==> config.mk <==
export PLATFORM = sky130hd
export DESIGN_NAME = memory_access_unit
export DESIGN_NICKNAME = d
export VERILOG_FILES = /design/src/rtl/memory_access_unit.sv
export SDC_FILE = /design/constraint.sdc
export NUM_CORES = 1
export LEC_CHECK = 0
export CORE_MARGIN = 2
export CORE_UTILIZATION = 50
export CTS_BUF_LIST = sky130_fd_sc_hd__clkbuf_8 sky130_fd_sc_hd__clkbuf_16
export DETAILED_ROUTE_END_ITERATION = 12
export DONT_BUFFER_PORTS = 1
export PLACE_DENSITY = 0.76
export SLEW_MARGIN = 20
export SYNTH_ARGS = -nofsm -noshare
export SYNTH_HDL_FRONTEND = slang
export SYNTH_SLANG_ARGS = --single-unit
==> constraint.sdc <==
create_clock -name clk -period 3.13 [get_ports clk]
set_input_delay 0 -clock clk [delete_from_list [all_inputs] [get_ports clk]]
set_output_delay 0 -clock clk [all_outputs]
set_load 0.02 [all_outputs]
==> src/rtl/memory_access_unit.sv <==
// Memory-stage bus initiator: turns a load/store request into a handshaked data-bus
// transaction, stalls the pipeline while it is outstanding and returns extended load data.
module memory_access_unit #(
  parameter int unsigned ADDR_WIDTH = 32
) (
  input  logic                  clk,
  input  logic                  reset,
  input  logic                  mem_read_memory,
  input  logic                  mem_write_memory,
  input  logic [1:0]            mem_size_memory,
  input  logic                  load_unsigned_memory,
  input  logic [ADDR_WIDTH-1:0] address_memory,
  input  logic [31:0]           write_data_memory,
  output logic [ADDR_WIDTH-1:0] bus_address,
  output logic                  bus_read,
  output logic                  bus_write,
  output logic [3:0]            bus_byteenable,
  output logic [31:0]           bus_writedata,
  input  logic [31:0]           bus_readdata,
  input  logic                  bus_waitrequest,
  output logic [31:0]           read_data_memory,
  output logic                  stall_memory,
  output logic                  misaligned_memory
);

  typedef enum logic [1:0] {S_IDLE, S_ACCESS, S_DONE} state_t;

  state_t      r_state, w_state_next;
  logic        w_request, w_misaligned, w_load, w_capture;
  logic [3:0]  w_byteenable;
  logic [31:0] w_writedata, w_ext;
  logic [7:0]  w_byte;
  logic [15:0] w_half;
  logic [1:0]  r_size, r_lane;
  logic        r_unsigned;

  assign w_request = mem_read_memory | mem_write_memory;

  // Lane selection, store replication and alignment check for the incoming request
  always_comb begin
    w_byteenable = 4'b1111;
    w_writedata  = write_data_memory;
    w_misaligned = |address_memory[1:0];
    case (mem_size_memory)
      2'd0: begin
        w_byteenable = 4'(4'b0001 << address_memory[1:0]);
        w_writedata  = {4{write_data_memory[7:0]}};
        w_misaligned = 1'b0;
      end
      2'd1: begin
        w_byteenable = address_memory[1] ? 4'b1100 : 4'b0011;
        w_writedata  = {2{write_data_memory[15:0]}};
        w_misaligned = address_memory[0];
      end
      default: ;
    endcase
  end

  // Load extension uses the size/lane captured when the access was launched
  assign w_byte = bus_readdata[{r_lane, 3'b000} +: 8];
  assign w_half = r_lane[1] ? bus_readdata[31:16] : bus_readdata[15:0];

  always_comb begin
    case (r_size)
      2'd0:    w_ext = r_unsigned ? {24'd0, w_byte} : {{24{w_byte[7]}}, w_byte};
      2'd1:    w_ext = r_unsigned ? {16'd0, w_half} : {{16{w_half[15]}}, w_half};
      default: w_ext = bus_readdata;
    endcase
  end

  always_ff @(posedge clk or posedge reset) begin
    if (reset) r_state <= S_IDLE;
    else       r_state <= w_state_next;
  end

  always_comb begin
    w_state_next      = r_state;
    stall_memory      = 1'b0;
    misaligned_memory = 1'b0;
    w_load            = 1'b0;
    w_capture         = 1'b0;
    case (r_state)
      S_IDLE: begin
        if (w_request) begin
          if (w_misaligned) begin
            misaligned_memory = 1'b1;
          end else begin
            stall_memory = 1'b1;
            w_load       = 1'b1;
            w_state_next = S_ACCESS;
          end
        end
      end
      S_ACCESS: begin
        stall_memory = 1'b1;
        if (!bus_waitrequest) begin
          w_capture    = 1'b1;
          w_state_next = S_DONE;
        end
      end
      S_DONE:  w_state_next = S_IDLE;
      default: w_state_next = S_IDLE;
    endcase
  end

  // Bus request registers; a read wins over a simultaneous write
  always_ff @(posedge clk or posedge reset) begin
    if (reset) begin
      bus_address      <= '0;
      bus_read         <= 1'b0;
      bus_write        <= 1'b0;
      bus_byteenable   <= 4'd0;
      bus_writedata    <= 32'd0;
      read_data_memory <= 32'd0;
      r_size           <= 2'd0;
      r_lane           <= 2'd0;
      r_unsigned       <= 1'b0;
    end else if (w_load) begin
      bus_address    <= {address_memory[ADDR_WIDTH-1:2], 2'b00};
      bus_read       <= mem_read_memory;
      bus_write      <= ~mem_read_memory;
      bus_byteenable <= w_byteenable;
      bus_writedata  <= w_writedata;
      r_size         <= mem_size_memory;
      r_lane         <= address_memory[1:0];
      r_unsigned     <= load_unsigned_memory;
    end else if (w_capture) begin
      bus_read  <= 1'b0;
      bus_write <= 1'b0;
      if (bus_read) read_data_memory <= w_ext;
    end
  end

endmodule

==> results of run 1 <==
## cell families after synthesis
family                 share of synthesized area
buffers and inverters                     0.0357
DFF                                        0.550
other                                   0.000771
muxes                                      0.167
and+or+nand+nor                            0.142
AOI/OAI and AO/OA                          0.104
## per-stage QoR
stage	cells	hold slack, ns	utilization	setup WS, ns	area (µm²)
after global placement	541	-0.0666	0.518	1.15	4970
after floorplan	437	0.112	-	0.313	4870
after detailed placement	541	-0.0532	0.518	1.01	4970
## cell usage after synthesis, types with 2 or more instances
library cell / count
dfrtp_1: 107
a32oi_1: 7
buf_2: 9
nand2_1: 55
buf_4: 2
nand2b_1: 2
a21oi_1: 22
nor2_1: 18
mux2_2: 50
nand3b_1: 9
nand3_2: 10
a221o_1: 7
clkbuf_1: 20
mux2i_1: 25
nand3_1: 24
inv_1: 4
o21ai_0: 42
==> results.md, run 1 <==
- Maximum buffer depth of the clock tree: 2
- Quantity of gates resized following cts: 0
- Post-Synthesis Cell Area: 4870 µm²
- Outcome: did not finish
- RD Place Congestion: 0.834
- Number of flops mapped to enable cells by yosys: 0
- Post-Synthesis Cells: 436
- Total I/O pin count: 208
- Maximum level of the CTS H-tree: 3
- Failing step: clock tree synthesis (4_1_cts)
- Synthesis warning total: 0
- Area share of the largest cell type after synthesis: 0.550
- Starting density of the core: 0.507
- Die boundary width: 103 µm
- Cells taking the most area after synthesis: dfrtp_1, mux2_2, mux2i_1, o21ai_0, nand2_1
- Cts hold-fix bufs: 112
- Run-stopping error: [ERROR RSZ-0060] Max buffer count reached.
- Buffer count from post-CTS setup fixing: 0
- Main synth FF type: dfrtp_1
- Port buffer count: 0
- Clock tree root buffer cell: clkbuf_8
- CTS sink count: 107
- Portion of the post-synthesis area used by sequential elements: 0.550
- FF+latch count, synth: 107
- Unique masters post-synth: 40
- Most area-hungry cell type in the Yosys netlist: dfrtp_1
- Async set-or-reset flop fraction in the synthesized netlist: 1.00
- Cell Rows: 36
- Synthesized area divided by synthesized cell count: 11.2 µm²
- Sum of net half-perimeters after detailed placement: 8320 µm
- Die span in y: 103 µm
- CTS Buf Count: 9
==> run 2, diff against run 1 <==
--- a/config.mk
+++ b/config.mk
@@ -6,11 +6,10 @@
 export NUM_CORES = 1
 export LEC_CHECK = 0
 export CORE_MARGIN = 2
-export CORE_UTILIZATION = 50
-export CTS_BUF_LIST = sky130_fd_sc_hd__clkbuf_8 sky130_fd_sc_hd__clkbuf_16
+export CORE_UTILIZATION = 35
 export DETAILED_ROUTE_END_ITERATION = 12
 export DONT_BUFFER_PORTS = 1
-export PLACE_DENSITY = 0.76
+export PLACE_DENSITY_LB_ADDON = 0.15
 export SLEW_MARGIN = 20
 export SYNTH_ARGS = -nofsm -noshare
 export SYNTH_HDL_FRONTEND = slang
==> run 2 against run 1 <==
  * The flow now finishes without violations
  * Synthesized area unchanged
  * Synthesized cell count did not move
==> results.md, run 2 <==
- Port buffer count: 0
- Crit Reg-Reg Endpoint: read_data_memory[2]
- Core ar.: 13700 µm²
- Main synth FF type: dfrtp_1
- Maximum buffer depth of the clock tree: 2
- Largest registers: bus_writedata x32, read_data_memory x32, bus_address x30
- Most repeated cell in the gate-level netlist after synthesis: dfrtp_1
- Share of cell area taken by muxes after synthesis: 0.167
- Final-layout worst hold slack: 0.00296 ns
- Die boundary width: 122 µm
- DRC violation count after routing: 0
- Synth Area in Adders: 0
- Iter 0 DRT Violations: 213
- Worst slew pin tran: 0.746 ns
- Worst setup path category: reg -> reg
- Global-route track usage on met2: 0.303
- Clock tree from TritonCTS: yes
- Number of flops mapped to enable cells by yosys: 0
- Die Outline Area: 14900 µm²
- Ant. Diodes: 0
- P per Cell Area: 904 nW/µm²
- Met1 global-route usage: 0.228
- Starting density of the core: 0.355
- Fin. Hold Viols: 0
- Source-to-sink clock delay at the later pin of the worst-skew pair: 0.35 ns
- Maximum level of the CTS H-tree: 3
- Area post-placement: 5030 µm²
- Peak fanout along the critical path: 33
- Total via count after detailed routing: 3746
- Total I/O pin count: 208
- Outcome: complete, no violations
- Die span in y: 122 µm
- Family with the most delay on the worst path: simple AND/OR/NAND/NOR gates
- Post-Synthesis Cells: 436
- Wire length of the first global-routing pass: 21200 µm
- Async set-or-reset flop fraction in the synthesized netlist: 1.00
- Cell Rows: 43
- Pins over their slew limit: 0
- RD Place Congestion: 0.751
- Worst reg2reg path startpoint: r_state[1]
- Quantity of gates resized following cts: 0
- Leakage dissipation: 2.83 nW
- Compound-Gate Fraction of Synth Area: 0.104
- Largest incremental delay on the critical path: 0.55 ns
- Setup TNS: 0 ns
- Global-route usage over all layers: 0.187
- Clock transition at the registers of the reported paths: 0.07 ns
- Count of nets left with antenna violations after detail routing: 0
- Commonest non-fill, non-tap cells in the layout: dlygate4sd3_1, dfrtp_1, nand2_1, mux2_2, o21ai_0
- Area growth syn-to-layout: 33.6%
- Core occupancy in the finished layout: 0.474
- # Max-Cap Violations: 0
- Arrival time worst endpoint: 2.78 ns
- Cts hold-fix bufs: 114
- Antenna violations before repair: 0
- Critical path endpoint: read_data_memory[2]
- Layout cell share with drive strength beyond 1: 0.167
- Final cycle utilization of the critical path: 0.795
- Post-synthesis simple-gate area fraction: 0.142
- Setup repair after global routing missed its margin: no
- Portion of the post-synthesis area used by sequential elements: 0.550
- WL per Instance: 19.3 µm
- Endpoint required time on the critical path: 3.42 ns
- Worst clock skew: 0.00589 ns
- Unique masters post-synth: 40
- Post-route cell area: 6500 µm²
- Pin count of the biggest net entering global routing: 107
- Final critical-path required period: 2.49 ns
- Number of cells on the worst reg-to-reg path: 6
- Maximum operating frequency: 402 MHz
- Dominant combinational cell family by area after synthesis: multiplexers
- Cells taking the most area after synthesis: dfrtp_1, mux2_2, mux2i_1, o21ai_0, nand2_1
- Total iterations of the first detailed-routing run: 5
- Cells along the critical path: or3_4 -> clkinv_2 -> nand2_4 -> nor2_1 -> a221o_1 -> dlygate4sd3_1
- Most area-hungry cell type in the Yosys netlist: dfrtp_1
- FF+latch count, synth: 107
- Synthesis warning total: 0
- CTS Buf Count: 9
- Number of buffer and inverter instances along the worst setup path: 2
- Crit. End Element: flip-flop
- Setup slack of the worst register-to-register path: 0.64 ns
- Via count of the first global-routing pass: 3929
- Buffer count from post-CTS setup fixing: 0
- CTS sink count: 107
- Final setup viols: 0
- Sum of routed wire length over all layers: 13800 µm
- Post-detailed-route via-to-cell ratio: 5.22
- Post-Synthesis Cell Area: 4870 µm²
- Nets: 637
- Crit-path slowest cell: dlygate4sd3_1
- Max-slew headroom: 0.497
- Startpoint class of the critical path: flip-flop
- Most used routing layer: met2
- Worst path depth: 6
- Synthesized-area fraction occupied by xor and xnor cells: 0
- Max VDD drop: 0.407 mV
- Met3 routing resource usage after global routing: 0.0679
- Synthesized area divided by synthesized cell count: 11.2 µm²
- Area share of the largest cell type after synthesis: 0.550
- Class of the tightest hold or removal check: in -> reg
- GRT Residual Overflow: 0
- Sum of net half-perimeters after detailed placement: 8780 µm
- Synth top cells by count: dfrtp_1, nand2_1, mux2_2
- Leading cell type in the layout, fill and taps excluded: dlygate4sd3_1
- Timing startpoint of the critical path: r_state[1]
- Clock tree root buffer cell: clkbuf_16
==> run 2: cell type report <==
class                           instances  area, µm²
Fill cell                            1316       7220
Sequential cell                       107       2680
Timing Repair Buffer                  118       1210
Tap cell                              180        225
Inverter                                6       26.3
Multi-Input combinational cell        291       2040
Clock inverter                          4       73.8
Clock buffer                           12        246
==> run 2: worst min path at each step <==
stage / start / endpoint / slack [ns] / cells after the start
4_1_cts: bus_readdata[7] / read_data_memory[7] / 0.0001 / 3
2_1_floorplan: mem_read_memory / bus_write / 0.11 / 1
5_1_grt: bus_readdata[7] / read_data_memory[7] / 0.03 / 3
6_report: bus_readdata[7] / read_data_memory[7] / 0.003 / 3
3_3_place_gp: reset / bus_address[31] / 0.03 / 1
3_5_place_dp: reset / bus_address[31] / 0.04 / 1
==> run 2: metrics by stage <==
stage               std cells  setup slack (ns)  power [mW]
floorplan                 437             0.313        4.09
global placement          588              1.10        4.41
detailed placement        588             0.993        4.46
CTS                       718             0.698        5.92
global route              718             0.487        6.22
finish                    718             0.643        5.88
==> run 2: logic make-up after synthesis <==
family                 count (synthesis)
AND/OR/NAND/NOR                      130
flip-flops                           107
AO/OA/AOI/OAI                         84
multiplexers                          75
buffers and inverters                 39
other                                  1
==> run 2: layer usage <==
| metal | vias to the layer above | wire [µm] | part of all wire |
|---|---|---|---|
| met2 | 158 | 6530 | 0.47 |
| li1 | 1733 | - | - |
| met4 | 0 | 269 | 0.019 |
| met5 | - | 0 | 0 |
| met3 | 14 | 1430 | 0.10 |
| met1 | 1841 | 5620 | 0.41 |
==> run 2: worst reg2reg max path, stage by stage, from the launching register on <==
cell and delay [ns]:
dfrtp_1 0.45, or3_4 0.42, clkinv_2 0.08, nand2_4 0.21, nor2_1 0.48, a221o_1 0.23
dlygate4sd3_1 0.56
==> run 2: report_power, final <==
group          leakage [nW]  internal, mW  switching, mW
Sequential             1.30          2.00           1.32
Clock                 0.157         0.725          0.518
Combinational          1.37         0.712          0.604
No activity file was read; power rests on OpenSTA's default activity.
